[src/rtl/decode_dispatch.sv]
// Decode-and-dispatch stage: buffers fetched RV32I instructions, decodes the
// queue head, resolves its operands and issues at most one per cycle to RS/LSB.
module decode_dispatch #(
    parameter int IQ_DEPTH = 4,
    parameter int TAG_W    = 4
) (
    input  logic             clk,
    input  logic             rst,
    input  logic             rdy,
    input  logic             flush,
    input  logic             if_valid,
    input  logic [31:0]      if_instr,
    input  logic [31:0]      if_pc,
    input  logic             if_pred_taken,
    output logic             iq_full,
    input  logic             rob_full,
    input  logic             rs_full,
    input  logic             lsb_full,
    input  logic [TAG_W-1:0] rob_tail,
    output logic [4:0]       reg_rs1,
    output logic [4:0]       reg_rs2,
    input  logic             reg_rs1_busy,
    input  logic             reg_rs2_busy,
    input  logic [31:0]      reg_rs1_val,
    input  logic [31:0]      reg_rs2_val,
    input  logic [TAG_W-1:0] reg_rs1_tag,
    input  logic [TAG_W-1:0] reg_rs2_tag,
    output logic [TAG_W-1:0] rob_q1,
    output logic [TAG_W-1:0] rob_q2,
    input  logic             rob_q1_ready,
    input  logic             rob_q2_ready,
    input  logic [31:0]      rob_q1_val,
    input  logic [31:0]      rob_q2_val,
    input  logic             cdb_valid,
    input  logic [TAG_W-1:0] cdb_tag,
    input  logic [31:0]      cdb_val,
    output logic             dsp_valid,
    output logic             dsp_to_rs,
    output logic             dsp_to_lsb,
    output logic [5:0]       dsp_op,
    output logic [4:0]       dsp_rd,
    output logic [TAG_W-1:0] dsp_tag,
    output logic [31:0]      dsp_imm,
    output logic [31:0]      dsp_pc,
    output logic             dsp_pred_taken,
    output logic             dsp_rs1_ready,
    output logic             dsp_rs2_ready,
    output logic [31:0]      dsp_rs1_val,
    output logic [31:0]      dsp_rs2_val,
    output logic [TAG_W-1:0] dsp_rs1_tag,
    output logic [TAG_W-1:0] dsp_rs2_tag
);
    localparam int PTR_W = $clog2(IQ_DEPTH);
    localparam int CNT_W = $clog2(IQ_DEPTH + 1);

    typedef enum logic [6:0] {
        OPC_LOAD   = 7'b0000011,
        OPC_OPIMM  = 7'b0010011,
        OPC_AUIPC  = 7'b0010111,
        OPC_STORE  = 7'b0100011,
        OPC_OP     = 7'b0110011,
        OPC_LUI    = 7'b0110111,
        OPC_BRANCH = 7'b1100011,
        OPC_JALR   = 7'b1100111,
        OPC_JAL    = 7'b1101111
    } opcode_e;

    typedef enum logic [5:0] {
        OP_NONE, OP_LUI, OP_AUIPC, OP_JAL, OP_JALR,
        OP_BEQ, OP_BNE, OP_BLT, OP_BGE, OP_BLTU, OP_BGEU,
        OP_LB, OP_LH, OP_LW, OP_LBU, OP_LHU,
        OP_SB, OP_SH, OP_SW,
        OP_ADDI, OP_SLTI, OP_SLTIU, OP_XORI, OP_ORI, OP_ANDI, OP_SLLI, OP_SRLI, OP_SRAI,
        OP_ADD, OP_SUB, OP_SLL, OP_SLT, OP_SLTU, OP_XOR, OP_SRL, OP_SRA, OP_OR, OP_AND
    } op_e;

    typedef struct packed {
        logic             ready;
        logic [31:0]      val;
        logic [TAG_W-1:0] tag;
    } opnd_t;

    logic [31:0]      q_instr [IQ_DEPTH];
    logic [31:0]      q_pc    [IQ_DEPTH];
    logic             q_pred  [IQ_DEPTH];
    logic [PTR_W-1:0] head, tail;
    logic [CNT_W-1:0] count;

    logic [31:0] h_instr;
    logic [2:0]  funct3;
    logic        legal, to_rs, to_lsb, use1, use2, has_rd;
    logic [31:0] imm;
    op_e         op;
    opnd_t       src1, src2;
    logic        push, pop, dsp_go;

    assign h_instr = q_instr[head];
    assign funct3  = h_instr[14:12];
    assign iq_full = (count == CNT_W'(IQ_DEPTH));
    assign reg_rs1 = h_instr[19:15];
    assign reg_rs2 = h_instr[24:20];
    assign rob_q1  = reg_rs1_tag;
    assign rob_q2  = reg_rs2_tag;

    always_comb begin
        legal  = 1'b1;
        to_rs  = 1'b1;
        to_lsb = 1'b0;
        use1   = 1'b0;
        use2   = 1'b0;
        has_rd = 1'b1;
        imm    = '0;
        op     = OP_NONE;
        case (h_instr[6:0])
            OPC_LUI: begin
                op  = OP_LUI;
                imm = {h_instr[31:12], 12'b0};
            end
            OPC_AUIPC: begin
                op  = OP_AUIPC;
                imm = {h_instr[31:12], 12'b0};
            end
            OPC_JAL: begin
                op  = OP_JAL;
                imm = {{12{h_instr[31]}}, h_instr[19:12], h_instr[20], h_instr[30:21], 1'b0};
            end
            OPC_JALR: begin
                op   = OP_JALR;
                use1 = 1'b1;
                imm  = {{20{h_instr[31]}}, h_instr[31:20]};
            end
            OPC_BRANCH: begin
                use1   = 1'b1;
                use2   = 1'b1;
                has_rd = 1'b0;
                imm    = {{20{h_instr[31]}}, h_instr[7], h_instr[30:25], h_instr[11:8], 1'b0};
                case (funct3)
                    3'd0:    op = OP_BEQ;
                    3'd1:    op = OP_BNE;
                    3'd4:    op = OP_BLT;
                    3'd5:    op = OP_BGE;
                    3'd6:    op = OP_BLTU;
                    3'd7:    op = OP_BGEU;
                    default: op = OP_NONE;
                endcase
            end
            OPC_LOAD: begin
                to_rs  = 1'b0;
                to_lsb = 1'b1;
                use1   = 1'b1;
                imm    = {{20{h_instr[31]}}, h_instr[31:20]};
                case (funct3)
                    3'd0:    op = OP_LB;
                    3'd1:    op = OP_LH;
                    3'd2:    op = OP_LW;
                    3'd4:    op = OP_LBU;
                    3'd5:    op = OP_LHU;
                    default: op = OP_NONE;
                endcase
            end
            OPC_STORE: begin
                to_rs  = 1'b0;
                to_lsb = 1'b1;
                use1   = 1'b1;
                use2   = 1'b1;
                has_rd = 1'b0;
                imm    = {{20{h_instr[31]}}, h_instr[31:25], h_instr[11:7]};
                case (funct3)
                    3'd0:    op = OP_SB;
                    3'd1:    op = OP_SH;
                    3'd2:    op = OP_SW;
                    default: op = OP_NONE;
                endcase
            end
            OPC_OPIMM: begin
                use1 = 1'b1;
                // shifts carry a 5-bit unsigned shamt instead of a signed immediate
                if (funct3 == 3'd1 || funct3 == 3'd5)
                    imm = {27'b0, h_instr[24:20]};
                else
                    imm = {{20{h_instr[31]}}, h_instr[31:20]};
                case (funct3)
                    3'd0: op = OP_ADDI;
                    3'd1: op = OP_SLLI;
                    3'd2: op = OP_SLTI;
                    3'd3: op = OP_SLTIU;
                    3'd4: op = OP_XORI;
                    3'd5: op = h_instr[30] ? OP_SRAI : OP_SRLI;
                    3'd6: op = OP_ORI;
                    3'd7: op = OP_ANDI;
                    default: op = OP_NONE;
                endcase
            end
            OPC_OP: begin
                use1 = 1'b1;
                use2 = 1'b1;
                case (funct3)
                    3'd0: op = h_instr[30] ? OP_SUB : OP_ADD;
                    3'd1: op = OP_SLL;
                    3'd2: op = OP_SLT;
                    3'd3: op = OP_SLTU;
                    3'd4: op = OP_XOR;
                    3'd5: op = h_instr[30] ? OP_SRA : OP_SRL;
                    3'd6: op = OP_OR;
                    3'd7: op = OP_AND;
                    default: op = OP_NONE;
                endcase
            end
            default: begin
                legal  = 1'b0;
                to_rs  = 1'b0;
                has_rd = 1'b0;
            end
        endcase
    end

    // The previous dispatch is not yet visible in the register file, so it
    // takes precedence over the rename state for a matching destination.
    function automatic opnd_t resolve(
        input logic             used,
        input logic [4:0]       addr,
        input logic             busy,
        input logic [31:0]      rf_val,
        input logic [TAG_W-1:0] rf_tag,
        input logic             rob_rdy,
        input logic [31:0]      rob_val,
        input logic             fwd_valid,
        input logic [4:0]       fwd_rd,
        input logic [TAG_W-1:0] fwd_tag,
        input logic             cv,
        input logic [TAG_W-1:0] ct,
        input logic [31:0]      cd
    );
        opnd_t r;
        r.ready = 1'b1;
        r.val   = '0;
        r.tag   = '0;
        if (used && addr != 5'd0) begin
            if (fwd_valid && fwd_rd == addr) begin
                if (cv && ct == fwd_tag) begin
                    r.val = cd;
                end else begin
                    r.ready = 1'b0;
                    r.tag   = fwd_tag;
                end
            end else if (!busy) begin
                r.val = rf_val;
            end else if (rob_rdy) begin
                r.val = rob_val;
            end else if (cv && ct == rf_tag) begin
                r.val = cd;
            end else begin
                r.ready = 1'b0;
                r.tag   = rf_tag;
            end
        end
        return r;
    endfunction

    always_comb begin
        src1 = resolve(use1, reg_rs1, reg_rs1_busy, reg_rs1_val, reg_rs1_tag, rob_q1_ready,
                       rob_q1_val, dsp_valid, dsp_rd, dsp_tag, cdb_valid, cdb_tag, cdb_val);
        src2 = resolve(use2, reg_rs2, reg_rs2_busy, reg_rs2_val, reg_rs2_tag, rob_q2_ready,
                       rob_q2_val, dsp_valid, dsp_rd, dsp_tag, cdb_valid, cdb_tag, cdb_val);
    end

    assign dsp_go = rdy & ~flush & (count != '0) & legal & ~rob_full &
                    (to_rs ? ~rs_full : ~lsb_full);
    assign pop    = dsp_go | (rdy & ~flush & (count != '0) & ~legal);
    assign push   = if_valid & ~iq_full & rdy & ~flush;

    always_ff @(posedge clk) begin
        if (push) begin
            q_instr[tail] <= if_instr;
            q_pc[tail]    <= if_pc;
            q_pred[tail]  <= if_pred_taken;
        end
    end

    always_ff @(posedge clk) begin
        if (rst) begin
            head           <= '0;
            tail           <= '0;
            count          <= '0;
            dsp_valid      <= 1'b0;
            dsp_to_rs      <= 1'b0;
            dsp_to_lsb     <= 1'b0;
            dsp_op         <= '0;
            dsp_rd         <= '0;
            dsp_tag        <= '0;
            dsp_imm        <= '0;
            dsp_pc         <= '0;
            dsp_pred_taken <= 1'b0;
            dsp_rs1_ready  <= 1'b0;
            dsp_rs2_ready  <= 1'b0;
            dsp_rs1_val    <= '0;
            dsp_rs2_val    <= '0;
            dsp_rs1_tag    <= '0;
            dsp_rs2_tag    <= '0;
        end else if (flush) begin
            head      <= '0;
            tail      <= '0;
            count     <= '0;
            dsp_valid <= 1'b0;
        end else if (rdy) begin
            if (push)
                tail <= tail + PTR_W'(1);
            if (pop)
                head <= head + PTR_W'(1);
            if (push && !pop)
                count <= count + CNT_W'(1);
            else if (pop && !push)
                count <= count - CNT_W'(1);
            dsp_valid <= dsp_go;
            if (dsp_go) begin
                dsp_to_rs      <= to_rs;
                dsp_to_lsb     <= to_lsb;
                dsp_op         <= op;
                dsp_rd         <= has_rd ? h_instr[11:7] : 5'd0;
                dsp_tag        <= rob_tail;
                dsp_imm        <= imm;
                dsp_pc         <= q_pc[head];
                dsp_pred_taken <= q_pred[head];
                dsp_rs1_ready  <= src1.ready;
                dsp_rs2_ready  <= src2.ready;
                dsp_rs1_val    <= src1.val;
                dsp_rs2_val    <= src2.val;
                dsp_rs1_tag    <= src1.tag;
                dsp_rs2_tag    <= src2.tag;
            end
        end
    end

endmodule

[config.mk]
export PLATFORM = sky130hd
export DESIGN_NAME = decode_dispatch
export DESIGN_NICKNAME = d
export VERILOG_FILES = /design/src/rtl/decode_dispatch.sv
export SDC_FILE = /design/constraint.sdc
export NUM_CORES = 1
export LEC_CHECK = 0
export BUFFER_PORTS_ARGS = -buffer_cell sky130_fd_sc_hd__clkbuf_2
export CORE_MARGIN = 5
export CORE_UTILIZATION = 25
export CTS_CLUSTER_DIAMETER = 30
export DETAILED_ROUTE_END_ITERATION = 7
export GPL_TIMING_DRIVEN = 0
export PLACE_DENSITY_LB_ADDON = 0.12
export SYNTH_ARGS = -nofsm -noshare
export SYNTH_HDL_FRONTEND = slang
export SYNTH_SLANG_ARGS = --single-unit
[constraint.sdc]
create_clock -name clk -period 4.4 [get_ports clk]
set_input_delay 0 -clock clk [delete_from_list [all_inputs] [get_ports clk]]
set_output_delay 0 -clock clk [all_outputs]
set_load 0.1 [all_outputs]
* Word level (Yosys, flattened, before mapping)
Memory sizes are Yosys's and may differ from the RTL's. A register that Yosys moved wholly into a read port is not among the register bits.
Index checks and enable logic that the tools add are counted.
** Operators by class
- Bitwise operators :: 16
- Multiplexer cells :: 50
- Eq/ne operators :: 22
- Reductions and logical operators :: 30
- Add/sub/neg operators :: 4
** Operators by type and width (count)
- two-way mux 32 bit :: 8
- case mux 32 bit (6 select lines) :: 1
- two-way mux 37 bit :: 4
- case mux 6 bit (8 select lines) :: 2
- case mux 6 bit (9 select lines) :: 1
- two-way mux 4 bit :: 7
- case mux 4 bit (6 select lines) :: 1
- == test 7 x 6 -> 1 bit, second input constant :: 3
- == test 7 bit, second input constant :: 3
- case mux 4 bit (5 select lines) :: 1
- two-way mux 1 bit :: 19
- == test 3 bit, second input constant :: 5
- case mux 5 bit (3 select lines) :: 1
- == test 7 x 5 -> 1 bit, second input constant :: 2
- OR reduction 7 bit :: 2
- == test 4 bit :: 3
- == test 5 bit :: 2
- nonzero test 5 bit :: 2
- AND 1 bit :: 9
- logical AND 1 bit :: 9
- OR reduction 9 bit :: 1
- OR reduction 2 bit :: 4
- == test 7 x 2 -> 1 bit, second input constant :: 1
- == test 3 x 2 -> 1 bit, second input constant :: 2
- other kinds (18) :: 29
** Word-level totals
- Output and inout port bits :: 176
- Word-level logic and storage cells :: 141
- Register bits after elaboration :: 131
- Memory bits (writable) :: 260
- Memories kept :: 3
** Memory list
- q_instr :: words 4, width 32, rd ports 1, clocked after Yosys merged registers in 1, write ports 1, RTL line 83 : logic [31:0] q_instr [IQ_DEPTH];
- q_pc :: words 4, width 32, rd ports 1, clocked after Yosys merged registers in 1, write ports 1, RTL line 84 : logic [31:0] q_pc [IQ_DEPTH];
- q_pred :: words 4, width 1, rd ports 1, clocked after Yosys merged registers in 1, write ports 1, RTL line 85 : logic q_pred [IQ_DEPTH];

* Longest topological paths before layout
Gate-level depths: netlist (run 1).
- Depth in word-level cells :: 11
- Depth in mapped cells :: 16
- Mapped depth without buffers :: 13

* Least setup slack after synthesis (run 1)
Ideal clock, no wire load.
- Kind :: flip-flop to flip-flop
- Start point :: reg count[0]
- End point :: mem q_instr[0][0], enable pin
- Clock period less this slack :: 4.667 ns
- Path buffers :: 0
- Slack :: -0.267 ns
- Data required time :: 3.849 ns
- Arrival :: 4.117 ns
- Cell stages (with the launch flop) :: 4
- Cells stage by stage :: dfxtp_1 > nor3b_1 > nor3_1 > and2_1
** On the way
- Word-level cells in the longest chain between the ends :: 7
** RTL lines
- start, declared :: RTL line 87 : logic [CNT_W-1:0] count;
- start signal, assigned :: RTL line 311 : count <= count + CNT_W'(1);
- start signal, assigned :: RTL line 313 : count <= count - CNT_W'(1);
- == test 3 bit :: RTL line 99 : assign iq_full = (count == CNT_W'(IQ_DEPTH));
- named net iq_full :: RTL line 15 : output logic iq_full,
- NOT 1 bit :: RTL line 270 : assign push = if_valid & ~iq_full & rdy & ~flush;
- AND 1 bit (3 in series) :: RTL line 270
- two-way mux 1 bit :: RTL line 273 : if (push) begin
- two-way mux 1 bit (not written as such) :: RTL line 274 : q_instr[tail] <= if_instr;
- end, declared :: RTL line 83
The timed path passes the listed nets, and every way through them passes these cells.

==> impl_metrics.yaml, run 1 <==
timing:
  final.min_clock_period_ps: 4140
  hold_viol: 0
  timing.slew.headroom_pct: 24.6
  fin_skew_ps: 68.0
  period_share_pct: 94.0
  setup_viol: 0
  worst-slew-pin-transition_ps: 1120
  setup_total_negative_slack_ps: 0
  grt_setup_unrepaired: "false"
  fmax_mhz: 242
  final_hold_slack_ps: 28.7
  timing.final.max_slew_violations: 0
die:
  fp-row-count: 100
  initial_core_utilization_pct: 25.1
  io-pin-count: 430
  design.die.area_um2: 80000
  die-width_um: 283
  coreArea_um2: 74200
  die-height_um: 283
synthesis:
  synth-seq-cells: 426
  ys_warn_count: 0
  share_of_yosys_cell_area_claimed_by_the_top_area_cell_type_pct: 41.9
  postSynth.asyncResetShare_pct: 0
  yosysUniqueCellTypes: 66
  synth_top_flop_cell: "sky130_fd_sc_hd__edfxtp_1"
  synth_cells: 1466
  syn-cell-area_um2: 18600
  synth.yosys.seq_area_share_pct: 59.8
  post_synth_edffs: 260
  netlist_top_cells_area: "sky130_fd_sc_hd__edfxtp_1 42%, sky130_fd_sc_hd__dfxtp_1 18%, sky130_fd_sc_hd__mux4_2 7.6%"
  syn_area_per_cell_um2: 12.7
  synth.largest_area_cell: "sky130_fd_sc_hd__edfxtp_1"
  synthesis.nets: 1726
detailed_routing:
  detailroute.wirelength.met2_mm: 36.0
  met3_length_mm: 5.53
  route.detailed.drc: 0
  route.layer.met1.wl_mm: 31.0
  drtIter0Drc: 739
  post_drt_via_cell_ratio: 4.76
  wire_per_inst_um: 23.2
  maxUsedRoutingLayer: "met4"
  drt_wl_total_mm: 75.5
  drt-pass1-iter-count: 7
  vias: 15500
  ant_nets: 0
setup_path:
  reg2reg_depth: 13
  reg2reg_to: "dsp_rs1_val[28]"
  timing.reg2reg.setup_slack_ps: 260
  timing.critical_path.fanout_max: 10
  cp.required_ps: 4930
  critPathCaptureType: "flop"
  critPathKind: "reg -> reg"
  worst_ep_arrival_time_ps: 4660
  startpoint_type: "flop"
cts:
  ctsHtreeMaxLevel: 3
  tritoncts: "yes"
  clock-root-buffer: "sky130_fd_sc_hd__clkbuf_16"
  tritoncts_num_sinks: 426
  cts_made_buffers: 112
  clkTransAtPathRegs_ps: 40
  worst_skew_pair.late_latency_ps: 680
  clockBufferDepth: 3
  cts_resized: 0
flow_run:
  maxCapViolCount: 0
finish:
  final_cells: 3253
  final_util_pct: 37.6
  flow.area_growth_from_synthesis_pct: 49.7
  layout_common_cells: "425 x sky130_fd_sc_hd__clkbuf_2, 260 x sky130_fd_sc_hd__edfxtp_1, 194 x sky130_fd_sc_hd__nand2_1, 180 x sky130_fd_sc_hd__dlygate4sd3_1, 166 x sky130_fd_sc_hd__dfxtp_1"
  fillerInstances: 7408
  final_layout_size_suffix_gt1_share_pct: 35.9
  multi_input_comb_area_um2: 6760
  stdcell_area_um2: 27900
  most_common_cell_after_layout_fill_and_taps_aside: "sky130_fd_sc_hd__clkbuf_2"
  final_nets: 2449
  seq_area_um2: 11100
min_path:
  worstHoldPathType: "in -> reg"
  min_delay_worst_endpoint: "dsp_rs1_val[27]"
  min_from: "rob_q1_val[27]"
  cell_count_of_the_worst_hold_path: 5
power_and_ir_drop:
  vdd.ir_drop.worst_mv: 0.271
  p_leak_nw: 10.5
  power.density_cell_area_nw_per_um2: 480
status:
  run_status: "completed"
global_route:
  grt_pass1_vias: 16400
  grt_max_degree: 36
  gr-usage-all-layers_pct: 18.0
  globalRouteOverflowTotal: 0
  antenna_found_initial: 2
  grt_pass1_wl_mm: 107
place:
  dpl_cell_area_um2: 22100
  placedCellCount: 2864
  dp.final_hpwl_mm: 55.3
  place_congestion: 0.883
  port_buffers: 424
[area by class of cell]
type,instances,area share [%]
multi-input cells,896,24.3
clock buffers,143,11.1
diodes,2,0.0180
flip-flops and latches,426,39.9
repair buffers,610,14.5
clock inverters,64,3.17
plain buffers,134,2.52
inverters,9,0.121
well taps,969,4.35
[registers in the layout, indices dropped and copies added (netlist names), 3 cells and up, named ones only]
register     cells
q_instr        128
q_pc           128
dsp_op           6
dsp_imm         32
dsp_rd           5
dsp_rs2_tag      4
dsp_rs2_val     32
dsp_pc          32
dsp_rs1_tag      4
dsp_rs1_val     32
q_pred           4
count            3
dsp_tag          4
[worst max-delay path: stages, from the launching register on]
cell,delay [ps]
sky130_fd_sc_hd__dfxtp_1,330
sky130_fd_sc_hd__buf_6,160
sky130_fd_sc_hd__buf_4,260
sky130_fd_sc_hd__buf_6,240
sky130_fd_sc_hd__mux4_2,600
sky130_fd_sc_hd__xor2_1,170
sky130_fd_sc_hd__nor4_1,220
sky130_fd_sc_hd__and3_1,340
sky130_fd_sc_hd__buf_2,230
sky130_fd_sc_hd__buf_2,300
sky130_fd_sc_hd__a311oi_1,70
sky130_fd_sc_hd__dlygate4sd3_1,610
sky130_fd_sc_hd__a31o_2,230
sky130_fd_sc_hd__a22o_1,190
[layer usage]
layer | vias to the layer above | track usage [%]
met5 | - | 0
met4 | 0 | 7.05
met3 | 160 | 5.17
met2 | 577 | 30.7
met1 | 7627 | 21.7
li1 | 7126 | -
[report_power, final]
part | leakage (nW) | internal [mW] | switching, mW | total [mW]
registers | 3.68 | 4.27 | 0.00521 | 4.27
logic | 4.94 | 0.355 | 0.419 | 0.774
clock network | 1.90 | 5.76 | 2.56 | 8.33
total | 10.5 | 10.4 | 2.99 | 13.4
[cells by family after synthesis]
| group | count (synthesis) | synth area share [%] |
|---|---|---|
| multiplexers | 78 | 8.44 |
| XOR/XNOR | 28 | 1.32 |
| buffers and inverters | 144 | 3.98 |
| flip-flops | 426 | 59.8 |
| AO/OA/AOI/OAI | 339 | 14.5 |
| AND/OR/NAND/NOR | 445 | 11.6 |
| adder cells (fa/ha/maj) | 6 | 0.444 |
[cell usage after synthesis (4+ instances only)]
cell type and count:
sky130_fd_sc_hd__buf_6 13, sky130_fd_sc_hd__nor3b_1 5, sky130_fd_sc_hd__o21ai_0 6, sky130_fd_sc_hd__a22oi_1 6, sky130_fd_sc_hd__dfxtp_1 166, sky130_fd_sc_hd__nor4_1 7, sky130_fd_sc_hd__nand2_1 194, sky130_fd_sc_hd__xor2_1 18
sky130_fd_sc_hd__o22ai_1 5, sky130_fd_sc_hd__mux2i_1 14, sky130_fd_sc_hd__clkbuf_1 73, sky130_fd_sc_hd__ha_1 5, sky130_fd_sc_hd__nand2b_1 7, sky130_fd_sc_hd__mux4_2 63, sky130_fd_sc_hd__or3_1 4, sky130_fd_sc_hd__buf_2 28
sky130_fd_sc_hd__a31o_2 64, sky130_fd_sc_hd__a211oi_1 32, sky130_fd_sc_hd__a21oi_1 53, sky130_fd_sc_hd__nor3_1 11, sky130_fd_sc_hd__edfxtp_1 260, sky130_fd_sc_hd__xnor2_1 10, sky130_fd_sc_hd__nor2b_1 8, sky130_fd_sc_hd__and2_1 4
sky130_fd_sc_hd__a22o_1 85, sky130_fd_sc_hd__inv_1 9, sky130_fd_sc_hd__buf_4 18, sky130_fd_sc_hd__a311oi_1 65, sky130_fd_sc_hd__nand3b_1 66, sky130_fd_sc_hd__nor2_1 111
[how the worst max path moves through the flow]
stage                            to  slack [ps]  depth (start not counted)
CTS                 dsp_rs2_val[25]          60                         12
detailed placement    dsp_rs1_ready         540                         13
global route        dsp_rs1_val[28]          40                         13
floorplan             q_instr[0][0]         940                          3
global placement     q_instr[0][15]        -660                          3
finish              dsp_rs1_val[28]         260                         13
[through the flow]
stage / power, mW / setup WS, ps
5_1_grt: 13.8 / 39.2
6_report: 13.4 / 264
2_1_floorplan: 4.67 / 937
3_3_place_gp: 4.97 / -656
4_1_cts: 13.5 / 58.1
3_5_place_dp: 4.97 / 543
[timing repair]
action                     CTS  global route
setup buffers                0             0
hold buffers               180             0
hold endpoints to repair   349             0
setup endpoints to repair    0             3
No activity file was read; power rests on OpenSTA's default activity.
==> inputs of run 2 (changes only) <==
Clock period 4.4 ns to 4.49 ns, I/O delays scaled along.
==> run 2 against run 1 <==
- global-route usage unchanged
- sequential cell count unchanged
- highest routed layer is now met5
- clock skew up 2.6 ps
- sequential share of layout area about the same
- combinational power down 2%
- critical path depth down 1
==> impl_metrics.yaml, run 2 (synthesized netlist as in run 1, its figures left out) <==
place:
  place_congestion: 0.883
  dp.final_hpwl_mm: 55.3
  place_ws_ps: 633
  port_buffers: 424
cts:
  clkTransAtPathRegs_ps: 40
  clock-root-buffer: "sky130_fd_sc_hd__clkbuf_16"
  ctsHtreeMaxLevel: 3
  cts_post_setup_buffers_inserted: 0
  cts_made_buffers: 112
  worst_skew_pair.late_latency_ps: 680
  cts-hold-fix-buffers: 180
  clockBufferDepth: 3
  tritoncts_num_sinks: 426
  tritoncts: "yes"
  cts_resized: 0
timing:
  final.min_clock_period_ps: 4160
  worst-slew-pin-transition_ps: 1130
  timing.slew.headroom_pct: 23.9
  worst_slack_ps: 328
  timing.final.max_slew_violations: 0
  setup_viol: 0
  grt_setup_unrepaired: "false"
  fmax_mhz: 240
  period_share_pct: 92.7
  fin_skew_ps: 70.6
  hold_viol: 0
die:
  io-pin-count: 430
  die-height_um: 283
  initial_core_utilization_pct: 25.1
  design.die.area_um2: 80000
  coreArea_um2: 74200
  die-width_um: 283
  fp-row-count: 100
setup_path:
  cpMaxStageDelayCell: "sky130_fd_sc_hd__mux4_2"
  reg2reg_to: "dsp_rs2_val[25]"
  critPathBufInv: 6
  cp_slowest_stage_delay_ps: 650
  destination_of_the_critical_timing_path: "dsp_rs2_val[25]"
  cp.required_ps: 5070
  startpoint_type: "flop"
  timing.critical_path.fanout_max: 10
  critPathMostFrequentCell: "sky130_fd_sc_hd__buf_2"
  crit_path_cell_trace: "buf_6 > buf_4 > mux4_2 > xor2_1 > nor4_1 > and3_1 > buf_2 > buf_2 > clkbuf_1 > a31o_2 > dlygate4sd3_1 > a22o_1"
  critPathCaptureType: "flop"
  timing.reg2reg.setup_slack_ps: 330
  reg2reg_depth: 12
  worstSetupPathDepth: 12
  critPathKind: "reg -> reg"
  cp_top_family: "buffers and inverters"
  worst_ep_arrival_time_ps: 4740
global_route:
  antenna_found_initial: 2
  grt_max_degree: 36
  grt_pass1_wl_mm: 107
  grt_pass1_vias: 16400
  gr-usage-all-layers_pct: 18.0
  globalRouteOverflowTotal: 0
min_path:
  worstHoldPathType: "in -> reg"
detailed_routing:
  ant_nets: 0
  post_drt_via_cell_ratio: 4.76
  drt_wl_total_mm: 75.5
  drtIter0Drc: 802
  drt-pass1-iter-count: 5
  route.detailed.drc: 0
  wire_per_inst_um: 23.2
  vias: 15500
finish:
  layout_common_cells: "425 x sky130_fd_sc_hd__clkbuf_2, 260 x sky130_fd_sc_hd__edfxtp_1, 194 x sky130_fd_sc_hd__nand2_1, 180 x sky130_fd_sc_hd__dlygate4sd3_1, 166 x sky130_fd_sc_hd__dfxtp_1"
  final_util_pct: 37.6
  layout_top_registers: "q_instr: 128 flops, q_pc: 128 flops"
  flow.area_growth_from_synthesis_pct: 49.7
  most_common_cell_after_layout_fill_and_taps_aside: "sky130_fd_sc_hd__clkbuf_2"
  final_layout_size_suffix_gt1_share_pct: 35.9
  fillerInstances: 7405
  final_nets: 2450
  seq_area_um2: 11100
  multi_input_comb_area_um2: 6760
power_and_ir_drop:
  total_power_mw: 13.1
  p_leak_nw: 10.5
  power.density_cell_area_nw_per_um2: 470
  vdd.ir_drop.worst_mv: 0.265
flow_run:
  maxCapViolCount: 0
status:
  run_status: "completed"
==> run 2: cell count changes in the layout (fill, tap and decap cells not counted), sizes merged <==
cell,previous run,this run
clkbuf,640,641
diode,2,1
==> run 2: through the flow <==
stage | instances | cell area (um2) | hold WS [ps] | setup TNS (ps)
after floorplan | 1466 | 18600 | 98.9 | 0
after global placement | 2859 | 22000 | 218 | -134830
after detailed placement | 2864 | 22100 | 223 | 0
after CTS | 3251 | 27900 | 0.167 | 0
after global routing | 3252 | 27900 | 14.7 | 0
final | 3253 | 27900 | 27.7 | 0
==> run 2: worst register-to-register path, stage by stage, from the launching register on <==
cell                            delay [ps]
sky130_fd_sc_hd__dfxtp_1               330
sky130_fd_sc_hd__buf_6                 160
sky130_fd_sc_hd__buf_4                 260
sky130_fd_sc_hd__mux4_2                660
sky130_fd_sc_hd__xor2_1                190
sky130_fd_sc_hd__nor4_1                250
sky130_fd_sc_hd__and3_1                190
sky130_fd_sc_hd__buf_2                 240
sky130_fd_sc_hd__buf_2                 360
sky130_fd_sc_hd__clkbuf_1              530
sky130_fd_sc_hd__a31o_2                240
sky130_fd_sc_hd__dlygate4sd3_1         550
sky130_fd_sc_hd__a22o_1                120
==> run 2: how the worst min path moves through the flow <==
stage / start / to / depth (start not counted)
floorplan: if_instr[0] / q_instr[0][0] / 0
global placement: if_instr[12] / q_instr[0][12] / 1
CTS: rst / dsp_rd[0] / 3
detailed placement: if_instr[18] / q_instr[0][18] / 1
global route: rst / dsp_rd[2] / 3
finish: rob_q1_val[27] / dsp_rs1_val[27] / 5
==> run 2: layer usage <==
layer  wire length (um)  vias to the layer above  share of wire, %  GRT usage (%)
li1                   -                     7123                 -              -
met1              30800                     7620                41           21.7
met2              36100                      590                48           30.7
met3               5580                      159               7.4           5.17
met4               2930                        2               3.9           7.05
met5                 13                        -             0.017              0
==> run 2: power breakdown <==
part,switching (mW),internal (mW)
combinational,0.410,0.348
clock,2.51,5.65
sequential,0.00510,4.18
==> run 2: cell type report <==
class | count | share of cell area (%)
clock buffer | 143 | 11.1
antenna | 1 | 0.00898
tap | 969 | 4.35
timing repair buffer | 610 | 14.5
sequential | 426 | 39.9
inverter | 9 | 0.121
buffer | 135 | 2.54
clock inverter | 64 | 3.17
multi-input combinational | 896 | 24.3
==> inputs of run 3 (changes only) <==
Settings changed: BUFFER_PORTS_ARGS -buffer_cell sky130_fd_sc_hd__clkbuf_2 to default, DONT_BUFFER_PORTS from default to 1, RECOVER_POWER from default to 100.
==> run 3 against run 2 <==
- the flow now finishes with violations (capacitance limit, slew limit)
- final cell count decreased by 11%
- register-to-register slack got worse by 100 ps
- clock-buffer cell count decreased by 1
- via count decreased by 8.2%
- core utilization decreased by 2.6 points
- combinational power decreased by 13%
- clock skew decreased by 5.4 ps
- die area unchanged
- setup slack got worse by 100 ps
- global-route usage decreased by 0.056 points
- critical path type unchanged
- critical endpoint is now dsp_rs1_val[3]
==> impl_metrics.yaml, run 3 (synthesized netlist as in run 1, its figures left out) <==
power_and_ir_drop:
  power.switching_mw: 2.89
  switching_share_pct: 22.7
  intPower_mw: 9.86
  vdd.ir_drop.worst_mv: 0.297
  power.density_cell_area_nw_per_um2: 491
  power.share.combinational_pct: 5.2
  clkPwrFrac_pct: 62.0
  pwr-share-seq_pct: 32.9
  p_leak_nw: 8.71
setup_path:
  cp.required_ps: 4990
  worst_ep_arrival_time_ps: 4760
  critPathCaptureType: "flop"
  critPathKind: "reg -> reg"
  startpoint_type: "flop"
  timing.critical_path.fanout_max: 10
die:
  fp-row-count: 100
  die-width_um: 283
  io-pin-count: 430
  coreArea_um2: 74200
  die-height_um: 283
  design.die.area_um2: 80000
  initial_core_utilization_pct: 25.1
cts:
  clkTransAtPathRegs_ps: 50
  worst_skew_pair.late_latency_ps: 670
  tritoncts_num_sinks: 426
  ctsHtreeMaxLevel: 3
  tritoncts: "yes"
  clock-root-buffer: "sky130_fd_sc_hd__clkbuf_16"
  clockBufferDepth: 3
  cts_post_setup_buffers_inserted: 0
  cts_made_buffers: 112
timing:
  period_share_pct: 94.9
  worst_slack_ps: 227
  fmax_mhz: 235
  hold_viol: 0
  final.min_clock_period_ps: 4260
  fin_skew_ps: 65.2
  grt_setup_unrepaired: "false"
  timing.slew.headroom_pct: -14.3
  worst-slew-pin-transition_ps: 1710
  timing.final.max_slew_violations: 27
  final_hold_slack_ps: 40.8
  setup_viol: 0
detailed_routing:
  ant_nets: 0
  post_drt_via_cell_ratio: 4.93
  drtIter0Drc: 736
  drt-pass1-iter-count: 5
  detailroute.wirelength.met2_mm: 36.4
  met3_length_mm: 6.83
  drt_wl_total_mm: 75.6
  route.layer.met1.wl_mm: 29.8
  vias: 14200
  wire_per_inst_um: 26.2
  route.detailed.drc: 0
  maxUsedRoutingLayer: "met5"
finish:
  flow.area_growth_from_synthesis_pct: 39.4
  most_common_cell_after_layout_fill_and_taps_aside: "sky130_fd_sc_hd__edfxtp_1"
  layout_top_registers: "q_instr: 128 flops, q_pc: 128 flops"
  final_layout_size_suffix_gt1_share_pct: 19.2
  fillerInstances: 7363
  stdcell_area_um2: 25900
  layout_common_cells: "260 x sky130_fd_sc_hd__edfxtp_1, 223 x sky130_fd_sc_hd__dlygate4sd3_1, 194 x sky130_fd_sc_hd__nand2_1, 165 x sky130_fd_sc_hd__dfxtp_1"
  final_nets: 2069
flow_run:
  maxCapViolCount: 1
place:
  place_congestion: 0.916
  place_ws_ps: 288
  dp.final_hpwl_mm: 54.6
  dpl_cell_area_um2: 20000
  port_buffers: 0
status:
  violations: "capacitance limit, slew limit"
  run_status: "finished, violations left"
global_route:
  grt_pass1_vias: 14900
  globalRouteOverflowTotal: 0
  antenna_found_initial: 12
  gr-usage-all-layers_pct: 18.0
  grt_max_degree: 50
  grt_pass1_wl_mm: 106
min_path:
  worstHoldPathType: "in -> reg"
## run 3: cell count changes in the layout (fill, tap and decap cells not counted), moves of 5 or more
| cell | previous run | this run |
|---|---|---|
| sky130_fd_sc_hd__buf_2 | 28 | 22 |
| sky130_fd_sc_hd__buf_4 | 19 | 6 |
| sky130_fd_sc_hd__clkbuf_1 | 87 | 108 |
| sky130_fd_sc_hd__clkbuf_2 | 425 | 3 |
| sky130_fd_sc_hd__clkbuf_8 | 17 | 11 |
| sky130_fd_sc_hd__clkinv_1 | 6 | 14 |
| sky130_fd_sc_hd__clkinv_2 | 15 | 20 |
| sky130_fd_sc_hd__diode_2 | 1 | 10 |
| sky130_fd_sc_hd__dlygate4sd3_1 | 180 | 223 |
## run 3: power groups by stage
stage	Clock, mW	Combinational, mW	Sequential, mW
5_1_grt	8.30	0.703	4.19
2_1_floorplan	0	0.318	4.26
6_report	7.90	0.659	4.19
3_3_place_gp	0	0.438	4.26
4_1_cts	8.07	0.667	4.19
3_5_place_dp	0	0.439	4.26
## run 3: timing repair
item / 4_1_cts / 5_1_grt
hold buffers: 223 / 0
resized for setup: 0 / 7
endpoints found under the setup margin: 0 / 22
endpoints found under the hold margin: 418 / 0
## run 3: path summary, 6_finish.rpt
check                             startpoint              to  slack [ps]  depth (start not counted)
worst min register to register       tail[1]         tail[1]         560                          2
worst max-delay path                    flop  dsp_rs1_val[3]         230                         13
worst max register to register          flop  dsp_rs1_val[3]         230                         13
worst min-delay path            if_instr[17]  q_instr[2][17]          40                          1
## run 3: final cells by class
class | count | area (um2) | area share (%)
clock buffer | 142 | 3030 | 11.7
tap | 969 | 1210 | 4.67
inverter | 9 | 33.8 | 0.130
timing repair buffer | 229 | 2290 | 8.84
clock inverter | 71 | 827 | 3.19
buffer | 135 | 654 | 2.52
antenna | 10 | 25.0 | 0.0964
multi-input combinational | 896 | 6750 | 26.0
sequential | 426 | 11100 | 42.9
## run 3: through the flow
stage / utilization, % / instances / setup TNS (ps) / power, mW
3_5_place_dp: 26.9 / 2441 / 0 / 4.70
5_1_grt: 35.0 / 2886 / 0 / 13.2
4_1_cts: 35.1 / 2877 / 0 / 12.9
6_report: 35.0 / 2887 / 0 / 12.7
2_1_floorplan: - / 1466 / 0 / 4.58
3_3_place_gp: 26.7 / 2435 / -176870 / 4.70
## run 3: worst max-delay path, stage by stage, from the launching register on
cell and delay (ps):
sky130_fd_sc_hd__dfxtp_1 300, sky130_fd_sc_hd__buf_2 210, sky130_fd_sc_hd__buf_4 260, sky130_fd_sc_hd__buf_2 370, sky130_fd_sc_hd__mux4_2 670, sky130_fd_sc_hd__xor2_1 240
sky130_fd_sc_hd__nor4_1 250, sky130_fd_sc_hd__and3_2 280, sky130_fd_sc_hd__buf_2 210, sky130_fd_sc_hd__buf_4 220, sky130_fd_sc_hd__a311oi_1 60, sky130_fd_sc_hd__dlygate4sd3_1 600
sky130_fd_sc_hd__a31o_2 220, sky130_fd_sc_hd__a22o_1 190
## run 3: per-layer routing
metal  track usage [%]  up-vias
met5                 0        -
met2              30.0      607
met1              21.2     7076
li1                  -     6394
met4              7.20        4
met3              6.57      148
